`config.mk`:
```
export PLATFORM = sky130hd
export DESIGN_NAME = fetch_stage
export DESIGN_NICKNAME = d
export VERILOG_FILES = /design/src/rtl/fetch_stage.sv
export SDC_FILE = /design/constraint.sdc
export NUM_CORES = 1
export LEC_CHECK = 0
export CORE_MARGIN = 4
export CORE_UTILIZATION = 40
export CTS_CLUSTER_DIAMETER = 30
export DETAILED_ROUTE_END_ITERATION = 6
export GPL_ROUTABILITY_DRIVEN = 0
export PLACE_DENSITY = 0.81
export RECOVER_POWER = 50
export SETUP_SLACK_MARGIN = 0.05
export SKIP_CTS_REPAIR_TIMING = 1
export SLEW_MARGIN = 25
export SYNTH_ARGS = -nofsm -noshare
export SYNTH_HDL_FRONTEND = slang
export SYNTH_SLANG_ARGS = --single-unit
```
`constraint.sdc`:
```
create_clock -name CLK -period 2 [get_ports CLK]
set_input_delay 0.4 -clock CLK [delete_from_list [all_inputs] [get_ports CLK]]
set_output_delay 0.4 -clock CLK [all_outputs]
set_load 0.01 [all_outputs]
```
`src/rtl/fetch_stage.sv`:
```
// Instruction-fetch stage: owns the PC, addresses the combinational instruction memory and
// fills the IF/ID register; handles stall, flush, redirects and a BOOT/RUN/HALT machine.
module fetch_stage #(
    parameter logic [15:0] RESET_PC   = 16'h0000,
    parameter int unsigned IMEM_DEPTH = 64,
    parameter logic [15:0] NOP_INSTR  = 16'h0000
) (
    input  logic        CLK,
    input  logic        RST_N,
    input  logic        STALL,
    input  logic        FLUSH,
    input  logic        HALT_REQ,
    input  logic [1:0]  PC_SRC,
    input  logic [15:0] BRANCH_TGT,
    input  logic [15:0] JUMP_TGT,
    input  logic [15:0] RET_TGT,
    output logic [15:0] IMEM_ADDR,
    input  logic [15:0] IMEM_RD,
    output logic [15:0] IF_ID_INSTR,
    output logic [15:0] IF_ID_PC,
    output logic [15:0] IF_ID_PC_PLUS1,
    output logic        IF_ID_VALID,
    output logic        HALTED,
    output logic        PC_FAULT,
    output logic [15:0] FETCH_COUNT
);

    localparam logic [16:0] DEPTH_L = 17'(IMEM_DEPTH);

    typedef enum logic [1:0] {
        ST_BOOT,
        ST_RUN,
        ST_HALT
    } state_t;

    state_t      state_reg;
    logic [15:0] pc_reg;
    logic [15:0] pc_next;
    logic [15:0] pc_plus1;
    logic [15:0] redirect_tgt;
    logic        redirect;
    logic        out_of_range;
    logic        bubble_next;
    logic        load_next;
    logic        halt_next;
    logic        fault_next;

    assign IMEM_ADDR = pc_reg;

    always_comb begin
        pc_plus1     = pc_reg + 16'd1;
        redirect     = (PC_SRC != 2'b00);
        out_of_range = ({1'b0, pc_reg} >= DEPTH_L);
        case (PC_SRC)
            2'b01:   redirect_tgt = BRANCH_TGT;
            2'b10:   redirect_tgt = JUMP_TGT;
            2'b11:   redirect_tgt = RET_TGT;
            default: redirect_tgt = pc_plus1;
        endcase
    end

    // Next-cycle decisions; redirect outranks stall, a stalled or redirected cycle never faults.
    always_comb begin
        pc_next     = pc_reg;
        bubble_next = 1'b0;
        load_next   = 1'b0;
        halt_next   = 1'b0;
        fault_next  = 1'b0;
        case (state_reg)
            ST_BOOT: begin
                bubble_next = 1'b1;
            end
            ST_RUN: begin
                halt_next = HALT_REQ;
                if (redirect) begin
                    pc_next     = redirect_tgt;
                    bubble_next = 1'b1;
                end else if (STALL) begin
                    bubble_next = FLUSH;
                end else if (out_of_range) begin
                    bubble_next = 1'b1;
                    fault_next  = 1'b1;
                    halt_next   = 1'b1;
                end else begin
                    pc_next     = pc_plus1;
                    bubble_next = FLUSH;
                    load_next   = ~FLUSH;
                end
            end
            default: begin
                bubble_next = 1'b1;
            end
        endcase
    end

    always_ff @(posedge CLK or negedge RST_N) begin
        if (!RST_N) begin
            state_reg      <= ST_BOOT;
            pc_reg         <= RESET_PC;
            IF_ID_INSTR    <= NOP_INSTR;
            IF_ID_PC       <= 16'h0000;
            IF_ID_PC_PLUS1 <= 16'h0000;
            IF_ID_VALID    <= 1'b0;
            HALTED         <= 1'b0;
            PC_FAULT       <= 1'b0;
            FETCH_COUNT    <= 16'h0000;
        end else begin
            pc_reg <= pc_next;
            if (bubble_next) begin
                IF_ID_INSTR    <= NOP_INSTR;
                IF_ID_PC       <= pc_reg;
                IF_ID_PC_PLUS1 <= pc_plus1;
                IF_ID_VALID    <= 1'b0;
            end else if (load_next) begin
                IF_ID_INSTR    <= IMEM_RD;
                IF_ID_PC       <= pc_reg;
                IF_ID_PC_PLUS1 <= pc_plus1;
                IF_ID_VALID    <= 1'b1;
                FETCH_COUNT    <= FETCH_COUNT + 16'd1;
            end
            if (fault_next) begin
                PC_FAULT <= 1'b1;
            end
            case (state_reg)
                ST_BOOT: state_reg <= ST_RUN;
                ST_RUN: begin
                    if (halt_next) begin
                        state_reg <= ST_HALT;
                        HALTED    <= 1'b1;
                    end
                end
                default: begin
                    state_reg <= ST_HALT;
                    HALTED    <= 1'b1;
                end
            endcase
        end
    end

endmodule

```
==> flow_summary.toml <==
[grt]
grt_use_total_pct = 19.6
overflow = 0
grt_pass1_vias = 3725
antenna_found_initial = 0
grt_pass1_wl_mm = 18.5
grt_max_degree = 37

[logic_synthesis]
synth_edf_count = 0
synthCells = 389
synth_top_cell_by_area = "dfrtp_1"
ys_ff_latch = 85
yosys_warnings = 0
avgSynthCellArea_um2 = 10.7
async_reset_ff_share_pct = 100
synth_area_leaders = "dfrtp_1 51%, nand2_1 6.2%, a22o_1 4.2%"
synth_seq_area_share_pct = 50.9
synth_top_area_share_pct = 50.9
syn_nets = 463
synth_area_um2 = 4180
ys.flop_type = "dfrtp_1"
synth_cell_types = 54

[worst_setup_path]
crit_path_max_fanout = 6
required_ns = 1.60
crit_end = "IMEM_ADDR[6]"
cp-startpoint = "IMEM_ADDR[6]$_DFFE_PN0P_"
cp-start-kind = "flop"
ff2ff_setup_slack_ns = 0.14
arrival_ns = 1.48
reg2reg_to = "IF_ID_PC_PLUS1[15]$_DFFE_PN0P_"
crit_type = "reg -> out"
cp-end-kind = "primary output"
r2r_start = "IMEM_ADDR[7]$_DFFE_PN0P_"
reg2reg_depth = 5

[placed_design]
dp.final_hpwl_mm = 9.41
portBuffers = 153
post-place-ws_ns = -0.260
placed_cell_area_um2 = 6040

[power]
clkPwrFrac_pct = 16.9
p_seq_share_pct = 39.7
finalPower_mw = 6.60
p_int_mw = 4.27
cellPowerDensity_nw_per_um2 = 1060
switching_power_mw = 2.33
power.leakage_nw = 2.67
peakVddDrop_mv = 0.421
p_comb_share_pct = 43.4
switching_share_pct = 35.3

[cells_and_area]
multi_input_area_um2 = 1900
area_growth_pct = 48.8
fill_cells = 833
final_cell_mix = "117 x clkdlybuf4s50_1, 84 x dfrtp_1, 69 x nand2_1, 34 x dlygate4sd3_1, 32 x buf_4"
antenna_cells = 0
nNetsFinal = 638
drive_above_1_share_pct = 14.9
regArea_um2 = 2130
finalInstanceArea_um2 = 6210
mostFrequentLayoutCell = "clkdlybuf4s50_1"

[detailed_routing]
detail-route-antenna-nets = 0
avgRoutedWirePerCell_um = 16.8
vias_per_cell = 5.27
remaining_drc_errors = 0
routed-via-count = 3712
dr.pass1.iters = 4
drtIter0Drc = 245
drt-total-wl_mm = 11.8

[timing]
hold_viol = 0
layout_setup_ws_ns = 0.115
slew_headroom_pct = 37.1
rsz0062_at_grt = "true"
fmax_mhz = 531
final.setup_skew_ns = 0.00667
hold_ws_ns = 0.149
worst_slew_pin_slew_ns = 0.943
maxSlewViolCount = 0
setup_viol = 0
timing.final.crit_period_ns = 1.88
period_share_pct = 94.2

[floorplanning]
fp-row-count = 37
die-area_um2 = 12100
core_area_um2 = 10200
io_pins = 154
start_util_pct = 40.8
dieWidth_um = 110
die_h_um = 110

[clock_tree]
path_clk_slew_ns = 0.08
cts_sinks = 85
clock_path_buffers = 2
cts_tree = "done"
root_buffer = "clkbuf_8"
clk_latency_ns = 0.35
htreeDepth = 3
numCtsBuffers = 9

[hold_path]
holdCritPathClass = "in -> async"

[flow_run]
maxCapViolations = 0

[status]
status = "complete, no violations"
-- final cells by class --
class / instances / area share (%)
well taps: 136 / 2.74
multi-input cells: 268 / 30.5
clock inverters: 3 / 0.322
inverters: 11 / 0.665
flip-flops and latches: 85 / 34.3
clock buffers: 13 / 2.56
repair buffers: 189 / 29.0
-- worst min path at each step --
stage / start / endpoint / slack (ns)
after floorplan: RST_N / FETCH_COUNT[0]$_DFFE_PN0P_ / 0.10
after detailed placement: RST_N / IF_ID_INSTR[5]$_DFFE_PN0P_ / 0.39
after CTS: RST_N / IF_ID_INSTR[5]$_DFFE_PN0P_ / -0.001
after global placement: RST_N / IF_ID_INSTR[3]$_DFFE_PN0P_ / 0.38
final: RST_N / IF_ID_INSTR[4]$_DFFE_PN0P_ / 0.15
after global routing: RST_N / IF_ID_INSTR[6]$_DFFE_PN0P_ / 0.21
-- logic make-up (layout without fill, tap and decap cells) --
logic type / count (synthesis) / count (layout) / share of synthesized area [%]
and+or+nand+nor: 140 / 140 / 18.0
buffers and inverters: 36 / 216 / 4.08
xor gates and xnor gates: 28 / 28 / 5.87
muxes: 24 / 24 / 7.61
AOI/OAI and AO/OA: 73 / 73 / 12.6
adders and majority gates: 3 / 3 / 0.899
DFF: 85 / 85 / 50.9
-- power by group through the flow --
stage               Sequential, mW  Clock [mW]  Combinational, mW
floorplan                     2.84           0              0.998
global route                  2.69        1.21               3.08
global placement              2.63           0               2.89
CTS                           2.62        1.14               2.96
detailed placement            2.65           0               2.95
finish                        2.62        1.12               2.86
-- through the flow --
step / utilization (%) / instances / TNS (ns)
2_1_floorplan: - / 389 / 0
3_3_place_gp: 59.0 / 688 / -8.96
3_5_place_dp: 59.0 / 688 / -12.49
4_1_cts: 60.8 / 704 / 0
5_1_grt: 60.7 / 705 / 0
6_report: 60.7 / 705 / 0
-- critical path, stage by stage, from the launching register on --
cell	delay [ns]
dfrtp_2	0.42
buf_4	0.16
clkdlybuf4s50_1	0.55
-- cell usage after synthesis (all sizes together), types with 2 or more instances --
cell,number
o21ai,22
o221ai,3
inv,11
and4,2
buf,14
dfrtp,85
nand3,14
o2bb2ai,4
o21a,3
a21oi,3
mux4,5
or3,4
nor3,10
a21o,2
a31oi,2
a31o,3
a22o,20
or4,2
nor4,8
a22oi,3
nand2,69
xor2,12
and3,2
ha,3
clkbuf,11
o211ai,3
nor2,9
xnor2,16
mux2,12
mux2i,7
nand2b,2
nand4,9
or2,3
-- layer usage --
layer  part of all wire (%)  wire (um)  vias to the layer above  GRT usage [%]
met2                     50       5890                      166           33.6
met5                      0          0                        -              0
met4                    1.5        172                        0           6.07
met1                     40       4770                     1780           24.3
li1                       -          -                     1748              -
met3                    8.5       1000                       18           5.07
Power figures use the tool's default switching activity.
